### config.mk
export PLATFORM = sky130hd
export DESIGN_NAME = ibex_wb_master_bridge
export DESIGN_NICKNAME = d
export VERILOG_FILES = /design/src/rtl/ibex_wb_master_bridge.sv
export SDC_FILE = /design/constraint.sdc
export NUM_CORES = 1
export LEC_CHECK = 0
export BUFFER_PORTS_ARGS = -buffer_cell sky130_fd_sc_hd__buf_2
export CAP_MARGIN = 30
export CORE_ASPECT_RATIO = 1.5
export CORE_MARGIN = 3
export CORE_UTILIZATION = 49
export DETAILED_ROUTE_END_ITERATION = 8
export HOLD_SLACK_MARGIN = 0.02
export PLACE_DENSITY = 0.77
export RECOVER_POWER = 50
export SLEW_MARGIN = 10
export SYNTH_ARGS = -nofsm -noshare
export SYNTH_HDL_FRONTEND = slang
export SYNTH_SLANG_ARGS = --single-unit
### constraint.sdc
create_clock -name clk_i -period 5.7 [get_ports clk_i]
set_clock_uncertainty 0.1 [all_clocks]
set_input_delay 1.14 -clock clk_i [delete_from_list [all_inputs] [get_ports clk_i]]
set_output_delay 1.14 -clock clk_i [all_outputs]
set_load 0.01 [all_outputs]
### src/rtl/ibex_wb_master_bridge.sv
// rtl/ibex_wb_master_bridge.sv - Ibex req/gnt/rvalid host port to Wishbone B4 pipelined master
module ibex_wb_master_bridge #(
   parameter int unsigned AddrWidth      = 32,
   parameter int unsigned DataWidth      = 32,
   parameter int unsigned MaxOutstanding = 4,
   parameter int unsigned TimeoutCycles  = 256
) (
   input  logic                   clk_i,
   input  logic                   rst_i,
   input  logic                   req_i,
   output logic                   gnt_o,
   input  logic [AddrWidth-1:0]   addr_i,
   input  logic                   we_i,
   input  logic [DataWidth/8-1:0] be_i,
   input  logic [DataWidth-1:0]   wdata_i,
   output logic                   rvalid_o,
   output logic [DataWidth-1:0]   rdata_o,
   output logic                   err_o,
   output logic                   wb_cyc_o,
   output logic                   wb_stb_o,
   output logic                   wb_we_o,
   output logic [AddrWidth-3:0]   wb_addr_o,
   output logic [DataWidth/8-1:0] wb_sel_o,
   output logic [DataWidth-1:0]   wb_data_o,
   input  logic                   wb_stall_i,
   input  logic                   wb_ack_i,
   input  logic                   wb_err_i,
   input  logic [DataWidth-1:0]   wb_data_i
);

   localparam int unsigned BeWidth    = DataWidth / 8;
   localparam int unsigned TimerWidth = (TimeoutCycles > 2) ? $clog2(TimeoutCycles) : 1;
   localparam logic [3:0]  MaxCnt     = 4'(MaxOutstanding);
   localparam logic [TimerWidth-1:0] TimerLast = TimerWidth'(TimeoutCycles - 1);

   typedef enum logic [1:0] {
      StIdle  = 2'd0,
      StBusy  = 2'd1,
      StFlush = 2'd2
   } state_e;

   state_e                 state_q, state_d;
   logic [3:0]             cnt_q, cnt_d;
   logic [TimerWidth-1:0]  timer_q, timer_d;
   logic                   stb_q, stb_d;
   logic                   we_q, we_d;
   logic [AddrWidth-3:0]   addr_q, addr_d;
   logic [BeWidth-1:0]     sel_q, sel_d;
   logic [DataWidth-1:0]   wdata_q, wdata_d;
   logic                   rvalid_q, rvalid_d;
   logic                   rerr_q, rerr_d;
   logic [DataWidth-1:0]   rdata_q, rdata_d;
   // Write flag of each outstanding transfer, in issue order, so a write
   // response can return zero data. 16 slots cover the 15-transfer maximum.
   logic [15:0]            we_fifo_q, we_fifo_d;
   logic [3:0]             wr_ptr_q, wr_ptr_d;
   logic [3:0]             rd_ptr_q, rd_ptr_d;

   logic gnt;
   logic bus_resp;
   logic timeout;
   logic err_event;
   logic flush_resp;
   logic resp;
   logic unused_addr;

   assign unused_addr = ^addr_i[1:0];

   // Next-state, response and request-register logic for the whole bridge.
   always_comb begin
      state_d   = state_q;
      cnt_d     = cnt_q;
      timer_d   = timer_q;
      stb_d     = stb_q;
      we_d      = we_q;
      addr_d    = addr_q;
      sel_d     = sel_q;
      wdata_d   = wdata_q;
      we_fifo_d = we_fifo_q;
      wr_ptr_d  = wr_ptr_q;
      rd_ptr_d  = rd_ptr_q;
      rvalid_d  = 1'b0;
      rerr_d    = 1'b0;
      rdata_d   = '0;

      bus_resp   = (state_q == StBusy) && (cnt_q != 4'd0) && (wb_ack_i || wb_err_i);
      timeout    = (state_q == StBusy) && !(wb_ack_i || wb_err_i) && (timer_q == TimerLast);
      err_event  = ((state_q == StBusy) && wb_err_i) || timeout;
      flush_resp = (state_q == StFlush) && (cnt_q != 4'd0);
      resp       = bus_resp || timeout || flush_resp;

      // A cycle that starts a flush takes no new work; its request register is discarded.
      gnt = req_i && (state_q != StFlush) && !err_event
            && (!stb_q || !wb_stall_i) && (cnt_q < MaxCnt);

      cnt_d = cnt_q + {3'b000, gnt} - {3'b000, resp};

      if (gnt) begin
         we_fifo_d[wr_ptr_q] = we_i;
         wr_ptr_d            = wr_ptr_q + 4'd1;
      end
      if (resp) begin
         rd_ptr_d = rd_ptr_q + 4'd1;
      end

      rvalid_d = resp;
      rerr_d   = err_event || flush_resp;
      if (bus_resp && !wb_err_i && !we_fifo_q[rd_ptr_q]) begin
         rdata_d = wb_data_i;
      end

      if (err_event) begin
         stb_d = 1'b0;
      end else if (gnt) begin
         stb_d   = 1'b1;
         we_d    = we_i;
         addr_d  = addr_i[AddrWidth-1:2];
         sel_d   = be_i;
         wdata_d = wdata_i;
      end else if (stb_q && !wb_stall_i) begin
         stb_d = 1'b0;
      end

      unique case (state_q)
         StIdle: begin
            timer_d = '0;
            if (gnt) begin
               state_d = StBusy;
            end
         end
         StBusy: begin
            if (wb_ack_i || wb_err_i || timeout) begin
               timer_d = '0;
            end else begin
               timer_d = timer_q + TimerWidth'(1);
            end
            if (err_event) begin
               state_d = StFlush;
            end else if (cnt_d == 4'd0) begin
               state_d = StIdle;
            end
         end
         StFlush: begin
            timer_d = '0;
            if (cnt_q <= 4'd1) begin
               state_d = StIdle;
            end
         end
         default: begin
            state_d = StIdle;
            timer_d = '0;
         end
      endcase
   end

   // State and datapath registers; reset abandons any transfer in flight.
   always_ff @(posedge clk_i or posedge rst_i) begin
      if (rst_i) begin
         state_q   <= StIdle;
         cnt_q     <= 4'd0;
         timer_q   <= '0;
         stb_q     <= 1'b0;
         we_q      <= 1'b0;
         addr_q    <= '0;
         sel_q     <= '0;
         wdata_q   <= '0;
         rvalid_q  <= 1'b0;
         rerr_q    <= 1'b0;
         rdata_q   <= '0;
         we_fifo_q <= '0;
         wr_ptr_q  <= 4'd0;
         rd_ptr_q  <= 4'd0;
      end else begin
         state_q   <= state_d;
         cnt_q     <= cnt_d;
         timer_q   <= timer_d;
         stb_q     <= stb_d;
         we_q      <= we_d;
         addr_q    <= addr_d;
         sel_q     <= sel_d;
         wdata_q   <= wdata_d;
         rvalid_q  <= rvalid_d;
         rerr_q    <= rerr_d;
         rdata_q   <= rdata_d;
         we_fifo_q <= we_fifo_d;
         wr_ptr_q  <= wr_ptr_d;
         rd_ptr_q  <= rd_ptr_d;
      end
   end

   assign gnt_o     = gnt;
   assign rvalid_o  = rvalid_q;
   assign rdata_o   = rdata_q;
   assign err_o     = rerr_q;
   assign wb_cyc_o  = (cnt_q != 4'd0) && (state_q != StFlush);
   assign wb_stb_o  = stb_q;
   assign wb_we_o   = we_q;
   assign wb_addr_o = addr_q;
   assign wb_sel_o  = sel_q;
   assign wb_data_o = wdata_q;

endmodule

# Word level (Yosys, flattened, before mapping)
# Cells that the tools add are included.
# totals
regBits,140
inputBits,107
output_inout_bits,104
elab_cells,82
# classes
add_sub_neg,5
order_cmp,5
eq_ne,7
muxes,16
n_bitwise,1
n_reduce_logical,34
# ops
op,count
$mux 32,1
$bwmux 16,1
$mux 8,2
$logic_and 1x1->1,15
$lt 4x5->1 const B,2
$add 4x1->4 const B,2
$add 8x1->8 const B,1
$eq 8x8->1 const B,1
$mux 2,4
$logic_or 1x1->1,7
$logic_not 1->1,6
$pmux 2 s3,1
$mux 1,5
$add 4x1->4,1
$bmux 1 s4,1
$demux 1 s4,1
$ge 4x1->1 const B,1
$le 4x1->1 const B,1
$logic_not 4->1,1
$lt 4x3->1 const B,1
$ne 2x2->1 const B,2
$reduce_bool 4->1,1
$sub 4x1->4,1
$ne 3x2->1 const B,1
8 further kinds,8

# Logic depth before layout (Yosys ltp)
# logic_depth
ltp_word,15
mapped_depth,12
ltp_nobuf,12

# Worst setup path before layout
# No wires, ideal clock.
# synth_path
path_kind,input to register
startpoint,input wb_ack_i
endpoint,register state_q[0]
setup_ps,135
t_arrival_ps,3097
required_ps,5465
slack_ps,2368
cell_stages,10
path_buffers,2
cell_sequence,and4b_1 > a211oi_4 > buf_4 > buf_4 > ha_1 > inv_1 > fa_1 > inv_1 > nor4_1 > o22ai_1
# synth_between
elab_chain_len,14
elab_cells_between_ends,20
cone_classes,add/sub: 2; eq/ne: 2; mux: 2; reduce/logical: 14
# synth_lines
item,line,source
"start, declared",26,"input logic wb_ack_i,"
$logic_or 1x1->1,87,timeout = (state_q == StBusy) && !(wb_ack_i || wb_err_i) && (timer_q == TimerLast);
$logic_not 1->1,87,
$logic_and 1x1->1 (2 in a row),87,
$logic_or 1x1->1,88,err_event = ((state_q == StBusy) && wb_err_i) || timeout;
$logic_not 1->1,93,gnt = req_i && (state_q != StFlush) && !err_event
$logic_and 1x1->1,93,
$logic_and 1x1->1 (2 in a row),94,&& (!stb_q || !wb_stall_i) && (cnt_q < MaxCnt);
named net gnt_o,11,"output logic gnt_o,"
$add 4x1->4,96,"cnt_d = cnt_q + {3'b000, gnt} - {3'b000, resp};"
$sub 4x1->4,96,
named net cnt_d[1],43,"logic [3:0] cnt_q, cnt_d;"
$logic_not 4->1,139,end else if (cnt_d == 4'd0) begin
$ne 3x2->1 (no source line),n/a,
$reduce_and 3->1 (no source line),n/a,
"end signal, assigned",159,state_q <= StIdle;
"end signal, assigned",174,state_q <= state_d;
"end, declared",42,"state_e state_q, state_d;"
# The timed path passes the listed nets, and every way through them passes these cells.
# A chain may end at the register's enable or synchronous reset.

==> impl_metrics.ini <==
[outcome]
outcome = finished with violations
violations = capacitance limit, slew limit

[clock_tree]
h-tree-depth = 4
clockBufferDepth = 2
postCtsSetupBuffers = 0
root_buffer = clkbuf_16
cts.sinks = 140
hold_buffers = 0
path_clk_slew_ns = 0.05
numCtsBuffers = 17
insertion_delay_ns = 0.40
cts_tree = yes
post_cts_resized = 0

[floorplan]
start_util_pct = 50.5
ioPinCount = 211
die_h_um = 137
die_area_mm2 = 0.0127
coreArea_mm2 = 0.0111
core.rowCount = 47
die_x_um = 93.2

[final_layout]
drive_gt1_share_pct = 37.2
layout_common_cells = 140 x dfrtp_1, 111 x buf_2, 98 x clkbuf_1
nets = 723
diodes = 0
final_common_cell = dfrtp_1
fin_area_mm2 = 0.00727
post-route-util_pct = 65.7
syn_to_final_growth_pct = 30.2

[setup_path]
cpMaxStageDelayCell = clkinvlp_2
required_ns = 6.06
critPathKind = in2async
cp_top_family = buffers and inverters
cp.arrival_ns = 4.09
r2r_slack_ns = 2.30
path_cells = buf_2, clkinvlp_2, buf_4
timing.critical_path.buf_inv = 3
startpoint_type = input pin
crit_path_end_kind = asynchronous set/reset pin
cp_max_fo = 84
slowest_delay_ns = 1.95
r2r_start = timer_q[0]
reg2reg_to = state_q[0]
reg2reg_depth = 12

[placed_design]
place.gp.congestion = 0.754
port_buffers = 208
placed_area_mm2 = 0.00676
dp_slack_ns = 1.81
dp_hpwl_mm = 8.81

[detailed_routing]
via_per_inst = 5.01
antenna_left = 0
wl_per_cell_um = 15.8
drt_wl_total_mm = 12.0
drt_iter0_drc = 151
route.detailed.drc = 0
drtPass1Iterations = 5
vias = 3814

[run]
drv_cap = 1

[yosys]
synth_area_leader_cell = dfrtp_1
seq_area_frac_synth_pct = 62.8
post_synth_instance_area_mm2 = 0.00558
synth-seq-cells = 140
muxShareOfSynthArea_pct = 18.9
ys.flop_type = dfrtp_1
synth_xor_area_share_pct = 2.20
synth_edf_count = 0
synthAdderAreaFrac_pct = 3.05
synth-async-reset-ratio_pct = 100
avgSynthCellArea_um2 = 14.3
yosys.area.top_type_share_pct = 62.8
synthTopCellsByArea = dfrtp_1 63%, mux2_2 16%, and2_1 3.6%, ha_1 2.7%, mux4_2 1.6%
synth-compound-area-share_pct = 1.70
yosys_warnings = 0
synth.net_count = 510
synth_cells = 390
synth_top_family_by_area = multiplexers
netlist-cell-type-count = 36
synthSimpleGateAreaFrac_pct = 9.14

[timing]
fin_crit_sh_pct = 65.5
finalSetupViolations = 0
slew-limit-headroom_pct = -135
setup_tns_ns = 0
rsz0062_at_grt = no
post-route-min-period_ns = 3.73
hold_viol_final = 0
finalWorstSetupSlack_ns = 1.97
fmax_mhz = 268
slew_violations = 85
worst_pin_slew_ns = 3.51

[hold_path]
hold_end = we_fifo_q[15]
hold_class = reg2reg
whs_path_depth = 1
min-delay-start = we_fifo_q[15]

[pwr]
leakagePower_nw = 3.43
total_power_w = 0.00397
vdd.ir_drop.worst_uv = 269
pwr_density_cell_mw_per_mm2 = 546

[global_routing]
grt_overflow_total = 0
antenna_found_initial = 0
grt_start_max_net_pins = 85
grt_pass1_vias = 3948
track_usage_pct = 18.7
grt_pass1_wl_mm = 18.2
layout make-up:
type | count | area (um^2)
Sequential cell | 140 | 3500
Inverter | 12 | 46.3
Fill cell | 892 | 3790
Clock inverter | 12 | 195
Clock buffer | 19 | 443
Timing Repair Buffer | 211 | 942
Tap cell | 147 | 184
Multi-Input combinational cell | 221 | 1950
synth_stat cells, types with 8 or more instances:
cell      instances
and2_1           32
clkbuf_1          8
dfrtp_1         140
ha_1             12
inv_1            12
mux2_2           77
nand2_1          10
nand3_1          16
nand4_1           8
nor2_1            9
metal layers:
layer / vias to the layer above / part of all wire (%) / track usage, %
met5: - / 0 / 0
met4: 0 / 2.6 / 9.78
met3: 19 / 6.8 / 4.90
met2: 162 / 54 / 33.4
met1: 1861 / 37 / 19.9
li1: 1772 / - / -
power by group:
group	internal [W]	switching, W
Sequential	0.00136	0.000217
Combinational	0.000584	0.000630
Clock	0.000783	0.000393
worst register-to-register path, stage by stage, from the launching register on:
cell,delay [ns]
dfrtp_1,0.41
ha_1,0.26
and3_1,0.20
nand2_1,0.10
o22ai_1,0.53
ha_1,0.35
inv_1,0.05
ha_1,0.16
inv_1,0.06
fa_1,0.48
inv_1,0.05
nor4_1,0.36
o22ai_1,0.15
state kept, by name, summed over array words and instances (netlist names), 2 cells and up:
signal	flops
cnt_q	4
rd_ptr_q	4
rdata_o	32
state_q	2
timer_q	8
wb_addr_o	30
wb_data_o	32
wb_sel_o	4
we_fifo_q	16
wr_ptr_q	4
stage by stage:
step / instances / hold slack, ns
floorplan: 390 / 0.359
CTS: 762 / 0.389
global placement: 731 / 0.370
finish: 762 / 0.384
global route: 762 / 0.413
detailed placement: 731 / 0.377
how the worst max path moves through the flow:
stage	start	to	slack (ns)	cells past startpoint
finish	rst_i	wb_addr_o[23]	1.97	3
global route	rst_i	wb_addr_o[23]	1.37	3
CTS	timer_q[0]	gnt_o	2.04	6
detailed placement	wb_err_i	state_q[0]	1.81	12
global placement	wb_err_i	state_q[0]	1.93	12
floorplan	rst_i	cnt_q[0]	0.71	1
cells by family after synthesis:
kind of cell / Yosys count
buffers and inverters: 29
muxes: 90
adders and majority gates: 13
AOI/OAI and AO/OA: 14
DFF: 140
xor gates and xnor gates: 14
and+or+nand+nor: 90
Power figures use the tool's default switching activity.
